## src/rtl/multicycle_core.sv

```systemverilog
// multicycle_core: fetch / decode / execute / writeback engine with an 8-op ALU,
// a zero register, a retire strobe and a terminal HALTED state.
module multicycle_core #(
  parameter int unsigned     XLEN     = 32,
  parameter int unsigned     NREGS    = 32,
  parameter logic [XLEN-1:0] RESET_PC = '0
) (
  input  logic            clk,
  input  logic            reset,
  output logic            imem_req,
  output logic [XLEN-1:0] imem_addr,
  input  logic            imem_ready,
  input  logic [31:0]     imem_rdata,
  output logic [XLEN-1:0] pc,
  output logic [XLEN-1:0] alu_result,
  output logic            retire_valid,
  output logic            halted
);

  localparam int unsigned RW   = (NREGS > 1) ? $clog2(NREGS) : 1;
  localparam int unsigned IMMW = 14;

  typedef enum logic [2:0] {
    S_FETCH     = 3'd0,
    S_DECODE    = 3'd1,
    S_EXECUTE   = 3'd2,
    S_WRITEBACK = 3'd3,
    S_HALTED    = 3'd4
  } state_e;

  typedef enum logic [2:0] {
    OP_ADD  = 3'd0,
    OP_SUB  = 3'd1,
    OP_AND  = 3'd2,
    OP_OR   = 3'd3,
    OP_XOR  = 3'd4,
    OP_SLT  = 3'd5,
    OP_ADDI = 3'd6,
    OP_HALT = 3'd7
  } op_e;

  state_e          state_q, state_d;
  logic [XLEN-1:0] pc_q, pc_d;
  logic [31:0]     instr_q, instr_d;
  logic [XLEN-1:0] opa_q, opa_d;
  logic [XLEN-1:0] opb_q, opb_d;
  logic [XLEN-1:0] alu_q, alu_d;
  logic            req_q, req_d;
  logic            retire_q, retire_d;
  logic            halted_q, halted_d;
  logic [XLEN-1:0] regs_q [NREGS];
  logic [XLEN-1:0] regs_d [NREGS];

  op_e             op_c;
  logic [RW-1:0]   rd_c, rs1_c, rs2_c;
  logic [XLEN-1:0] imm_c;
  logic [XLEN-1:0] alu_c;

  // Instruction field decode from the latched instruction word
  always_comb begin
    op_c  = op_e'(instr_q[31:29]);
    rd_c  = instr_q[24 +: RW];
    rs1_c = instr_q[19 +: RW];
    rs2_c = instr_q[14 +: RW];
    imm_c = {{(XLEN-IMMW){instr_q[IMMW-1]}}, instr_q[IMMW-1:0]};
  end

  // ALU: modulo-2^XLEN arithmetic, SLT is a signed compare
  always_comb begin
    alu_c = '0;
    case (op_c)
      OP_ADD:  alu_c = opa_q + opb_q;
      OP_SUB:  alu_c = opa_q - opb_q;
      OP_AND:  alu_c = opa_q & opb_q;
      OP_OR:   alu_c = opa_q | opb_q;
      OP_XOR:  alu_c = opa_q ^ opb_q;
      OP_SLT:  alu_c = ($signed(opa_q) < $signed(opb_q)) ? XLEN'(1) : '0;
      OP_ADDI: alu_c = opa_q + imm_c;
      default: alu_c = '0;
    endcase
  end

  // Next-state and datapath updates; outputs are registered from the next state
  always_comb begin
    state_d  = state_q;
    pc_d     = pc_q;
    instr_d  = instr_q;
    opa_d    = opa_q;
    opb_d    = opb_q;
    alu_d    = alu_q;
    regs_d   = regs_q;

    case (state_q)
      S_FETCH: begin
        // A ready seen while no request is outstanding is not an acceptance
        if (req_q && imem_ready) begin
          instr_d = imem_rdata;
          state_d = S_DECODE;
        end
      end
      S_DECODE: begin
        opa_d   = regs_q[rs1_c];
        opb_d   = regs_q[rs2_c];
        state_d = (op_c == OP_HALT) ? S_HALTED : S_EXECUTE;
      end
      S_EXECUTE: begin
        alu_d   = alu_c;
        state_d = S_WRITEBACK;
      end
      S_WRITEBACK: begin
        if (rd_c != '0) begin
          regs_d[rd_c] = alu_q;
        end
        pc_d    = pc_q + XLEN'(4);
        state_d = S_FETCH;
      end
      S_HALTED: begin
        state_d = S_HALTED;
      end
      default: begin
        state_d = S_FETCH;
      end
    endcase

    req_d    = (state_d == S_FETCH);
    retire_d = (state_d == S_WRITEBACK) ||
               ((state_d == S_HALTED) && (state_q != S_HALTED));
    halted_d = (state_d == S_HALTED);
  end

  // FSM state register
  always_ff @(posedge clk or posedge reset) begin
    if (reset) begin
      state_q <= S_FETCH;
    end else begin
      state_q <= state_d;
    end
  end

  // Datapath and output registers
  always_ff @(posedge clk or posedge reset) begin
    if (reset) begin
      pc_q     <= RESET_PC;
      instr_q  <= '0;
      opa_q    <= '0;
      opb_q    <= '0;
      alu_q    <= '0;
      req_q    <= 1'b0;
      retire_q <= 1'b0;
      halted_q <= 1'b0;
    end else begin
      pc_q     <= pc_d;
      instr_q  <= instr_d;
      opa_q    <= opa_d;
      opb_q    <= opb_d;
      alu_q    <= alu_d;
      req_q    <= req_d;
      retire_q <= retire_d;
      halted_q <= halted_d;
    end
  end

  // Architectural register file; entry 0 is never written so it reads zero
  always_ff @(posedge clk or posedge reset) begin
    if (reset) begin
      for (int i = 0; i < int'(NREGS); i++) begin
        regs_q[i] <= '0;
      end
    end else begin
      for (int i = 0; i < int'(NREGS); i++) begin
        regs_q[i] <= regs_d[i];
      end
    end
  end

  assign imem_req     = req_q;
  assign imem_addr    = pc_q;
  assign pc           = pc_q;
  assign alu_result   = alu_q;
  assign retire_valid = retire_q;
  assign halted       = halted_q;

endmodule

```

## config.mk

```make
export PLATFORM = sky130hd
export DESIGN_NAME = multicycle_core
export DESIGN_NICKNAME = d
export VERILOG_FILES = /design/src/rtl/multicycle_core.sv
export SDC_FILE = /design/constraint.sdc
export NUM_CORES = 2
export LEC_CHECK = 0
export ABC_CLOCK_PERIOD_IN_PS = 48100
export CORE_MARGIN = 3
export CORE_UTILIZATION = 30
export DETAILED_ROUTE_END_ITERATION = 6
export SLEW_MARGIN = 5
export SYNTH_ARGS = -nofsm -noshare
export SYNTH_HDL_FRONTEND = slang
export SYNTH_SLANG_ARGS = --single-unit
export TNS_END_PERCENT = 1
```

## constraint.sdc

```tcl
create_clock -name clk -period 48.1 [get_ports clk]
set_input_delay 4.81 -clock clk [delete_from_list [all_inputs] [get_ports clk]]
set_output_delay 4.81 -clock clk [all_outputs]
set_load 0.05 [all_outputs]
```

* Word-level counts from Yosys, hierarchy flattened
Cells that the tools add are included.
** Storage, ports and cells
- Flip-flop bits (word level) :: 1190
- Output and inout port bits :: 99
** Cells by class
- $add $sub $neg :: 4
- $lt $le $gt $ge :: 5
- Equality and inequality tests :: 14
- Multiplexer cells :: 14
- Bitwise gates (word level) :: 6
- Reductions and logical operators :: 10
** Operators with widths (number)
- bitwise mux 1024 bit :: 1
- binary-select mux 32 bit (select 5 bit) :: 2
- one-hot mux 32 bit (7 select lines) :: 1
- demux 32 bit (select 5 bit) :: 1
- 2-to-1 mux 32 bit :: 5
- adder 32 bit :: 2
- adder 32 x 3 -> 32 bit, second input constant :: 1
- bitwise AND 32 bit :: 1
- less-than comparator 32 bit :: 1
- OR 32 bit :: 1
- subtractor 32 bit :: 1
- bitwise XOR 32 bit :: 1
- equality test 3 bit, second input constant :: 6
- greater-or-equal comparator 6 bit, second input constant :: 3
- inverter 5 -> 6 bit :: 3
- equality test 3 x 2 -> 1 bit, second input constant :: 5
- one-hot mux 3 bit (4 select lines) :: 1
- zero test 3 bit :: 3
- equality test 3 x 1 -> 1 bit, second input constant :: 2
- less-than comparator 6 x 1 -> 1 bit, second input constant :: 1
- 2-to-1 mux 3 bit :: 2
- nonzero test 5 bit :: 1
- AND reduction 2 bit :: 2
- logical AND 1 bit :: 3
- other kinds (3) :: 3

* Depth between registers and ports, before layout
- Word-level depth :: 6
- Mapped depth :: 18
- Mapped depth without buffers :: 14

* Worst setup path before layout
No wires, ideal clock.
- Path type :: input to register
- Start point :: input imem_ready
- End point :: register instr_q[10]
- Setup time :: 0.125 ns
- Data arrival time :: 5.717 ns
- Data required time :: 47.975 ns
- Path slack :: 42.259 ns
- Cell stages on the path :: 3
- Path buffers :: 1
- Cell sequence :: nand4b_1 clkbuf_1 mux2_2
** On the way
- Longest elaborated chain between the ends :: 2
** Ends and longest elaborated chain
- start: declaration :: line 12 : input logic imem_ready,
- logical AND 1 bit :: line 96 : if (req_q && imem_ready) begin
- AND reduction 2 bit (no line)
- end signal: assignment :: line 153 : instr_q <= instr_d;
- end: declaration :: line 44 : logic [31:0] instr_q, instr_d;
No other way between the ends.
A chain may end at the register's enable or synchronous reset.

==> summary.txt <==
Status
  – Outcome: complete, no violations

Synthesis
  – Share of the synthesized area in the top cell type: 0.451
  – Count leader, synth: dfrtp_1
  – Avg Inst Size Synth: 14.5 µm²
  – Synth Area in XOR/XNOR: 0.00957
  – FFs w/ async S/R, synth: 1.00
  – Synth top area cells: dfrtp_1, mux4_2, mux2_2, ha_1, clkbuf_1
  – Register area share after synthesis: 0.451
  – Most instantiated cells after synthesis: dfrtp_1, mux2_2, mux4_2, clkbuf_1, nand2_1
  – Mapped Area: 65900 µm²
  – EDFF count, synth: 0
  – Synth Area in Adders: 0.0258
  – Yosys reg bits: 1188
  – Largest family of logic cells by synthesized area: multiplexers
  – Mapped Cells: 4560
  – Post-synthesis compound-gate area fraction: 0.0377
  – Synth unique cells: 89
  – Synth Area in Simple Gates: 0.0310
  – Ys flop type: dfrtp_1
  – Mux share of post-synthesis cell area: 0.408
  – Area leader, netlist: dfrtp_1
  – Synth warn: 0

Route
  – Mean routed wirelength per cell: 26.7 µm
  – First-pass detailed-route iteration total: 7
  – Routed Antenna Nets: 0
  – Final wirelength: 198 mm
  – DRC viols: 0
  – Initial DRC Count: 3517
  – Vias per inst: 5.53
  – DR vias: 40900

Floorplan
  – Die area: 225000 µm²
  – Starting Density: 0.303
  – # rows: 171
  – Core area: 218000 µm²
  – Chip height: 475 µm
  – IO Pins: 134
  – Die width: 475 µm

Power
  – Leakage: 32.9 nW
  – VDD IR-drop max: 0.0476 mV
  – Pwr Density: 63.7 nW/µm²
  – Total Power: 4.72 mW

Timing
  – Max_slew headroom: 0.147
  – Tmin final: 9.35 ns
  – Slew Limit Fails: 0
  – Final Skew: 0.0269 ns
  – Setup TNS: 0 ns
  – Final setup vio count: 0
  – Final period util: 0.194
  – Worst hold slack: 0.391 ns
  – Fmax: 107 MHz
  – Slew @ Worst Pin: 1.28 ns
  – RSZ-0062 raised after global routing: no
  – Fin. Hold Viols: 0

Worst setup path
  – Bufs and invs on worst path: 7
  – Arr. time, crit path: 10.09 ns
  – Worst setup SP type: primary input
  – Cell repeated most along the worst path: buf_4
  – Cell-by-cell listing of the critical path: clkdlybuf4s50_1 > inv_8 > buf_12 > buf_4 > buf_4 > buf_4 > buf_4
  – Crit path max fanout: 175
  – Crit path kind: primary input to async pin
  – Reg-to-Reg Start: instr_q[31]
  – Reg2reg setup slack: 43.08 ns
  – CP peak stage delay: 0.88 ns
  – Req. time, crit path: 48.85 ns
  – FF-to-FF path depth: 15
  – Critical-path cell with the highest stage delay: buf_4
  – Critical path endpoint category: async pin
  – Worst R2R End: alu_result[28]
  – CP top delay family: buffers and inverters

Global routing
  – GRT Overall Usage: 0.175
  – First-pass GRT wire length: 293 mm
  – GRT overflow: 0
  – Pin count of the biggest net entering global routing: 176
  – Number of global-route vias before repair: 42700
  – Initial antenna violation count: 5

Min path
  – Hold WC Path Type: register to register
  – WHS Path Cells: 0
  – Hold endpoint: regs_q[1018]
  – HP Start: regs_q[1018]

Clock tree
  – CTS tree: done
  – Clk buf depth: 3
  – Post-CTS setup buffers: 0
  – Num CTS Buffers: 130
  – Clock root cell: clkbuf_16
  – Clk sink count: 1188
  – CTS Hold Bufs: 0
  – Worst skew pair latency: 0.78 ns
  – CTS clock-pin slew for the worst setup and hold paths: 0.06 ns
  – # resized after CTS: 0
  – H-tree depth: 4

Final layout
  – Area Growth Syn to Fin: 12.3%
  – Final net count: 4628
  – Register area: 29800 µm²
  – Fillers: 21000
  – Area of the multi-input gates: 34000 µm²
  – Share of layout cells above drive strength 1: 0.447

Placement
  – HPWL after DPL: 114 mm
  – Port Buf Inserts: 129
  – Routability cong.: 0.903

Job
  – Max cap viols: 0
[worst reg2reg max path: stages, from the launching register on]
cell	delay [ns]
dfrtp_1	0.36
buf_4	0.23
nor2b_1	0.20
nand2_1	0.43
buf_4	0.47
mux2_2	0.40
ha_1	0.36
and3_1	0.21
a221o_1	0.38
a22oi_1	0.51
a31oi_1	0.21
a21oi_1	0.38
o31a_1	0.32
o21ai_1	0.13
xnor2_1	0.14
o31ai_1	0.20
[registers in the layout, indices dropped and copies added (netlist names)]
signal,flops
regs_q,1024
instr_q,32
imem_req,1
alu_result,32
opa_q,32
imem_addr,30
halted,1
opb_q,32
retire_valid,1
state_q,3
[layer usage]
layer  share of wire  GRT usage  vias to the layer above
met1            0.42      0.225                    22200
met3           0.053     0.0276                      389
met5         0.00014          0                        -
met4           0.036     0.0647                        4
met2            0.49      0.296                     1265
li1                -          -                    17000
[cell type report]
cell class                 count  area share
clock buffer                 180      0.0502
sequential                  1188       0.402
clock inverter                42     0.00701
tap                         2854      0.0482
multi-input combinational   2803       0.459
inverter                     101     0.00522
antenna                        3    0.000101
timing repair buffer         234      0.0286
[how the worst max path moves through the flow]
stage / start / slack [ns] / end / cells after the start
floorplan: reset / 9.82 / alu_result[0] / 1
global placement: reset / 37.80 / alu_result[19] / 7
detailed placement: reset / 37.70 / opb_q[23] / 7
CTS: reset / 38.54 / alu_result[23] / 7
global route: reset / 37.98 / alu_result[19] / 7
finish: reset / 38.75 / alu_result[19] / 7
[placed cells by master (no fill, tap or decap), drive strengths merged, types with 10 or more instances in the layout]
| cell type | netlist | layout |
|---|---|---|
| o31ai | 12 | 12 |
| nor3 | 15 | 15 |
| mux4 | 640 | 640 |
| xnor2 | 53 | 53 |
| or3 | 10 | 10 |
| nand3 | 22 | 22 |
| ha | 133 | 133 |
| a21oi | 95 | 95 |
| mux2i | 74 | 74 |
| clkbuf | 255 | 180 |
| nor2b | 12 | 12 |
| nor4 | 10 | 10 |
| nor2 | 99 | 99 |
| buf | 215 | 105 |
| a221oi | 12 | 12 |
| clkdlybuf4s50 | 0 | 129 |
| inv | 101 | 113 |
| and3 | 18 | 18 |
| a31oi | 12 | 12 |
| o21ai | 150 | 150 |
| a22oi | 14 | 14 |
| nand2b | 12 | 12 |
| dfrtp | 1188 | 1188 |
| nand2 | 201 | 201 |
| clkinv | 0 | 19 |
| mux2 | 1041 | 1041 |
| a21o | 19 | 19 |
| xor2 | 19 | 19 |
[report_power, final]
part / total [mW] / internal [mW] / switching [mW]
Sequential: 1.61 / 1.29 / 0.328
Combinational: 2.09 / 0.990 / 1.10
Clock: 1.01 / 0.588 / 0.425
Total: 4.72 / 2.86 / 1.85
[cell families (layout without fill, tap and decap cells)]
logic type,after synthesis,after routing
multiplexers,1755,1755
flip-flops,1188,1188
buffers and inverters,572,557
AND/OR/NAND/NOR,445,445
AO/OA/AOI/OAI,392,392
adder cells (fa/ha/maj),135,135
XOR/XNOR,72,72
other,1,7
[per-stage QoR]
stage          utilization  instance area (µm²)  setup WS, ns  instances
2_1_floorplan            -                65900          9.82       4563
3_3_place_gp         0.320                69800         37.80       7180
3_5_place_dp         0.320                69800         37.70       7180
4_1_cts              0.340                74000         38.54       7402
5_1_grt              0.340                74000         37.98       7403
6_report             0.340                74000         38.75       7405
(Power assumes the default switching activity.)
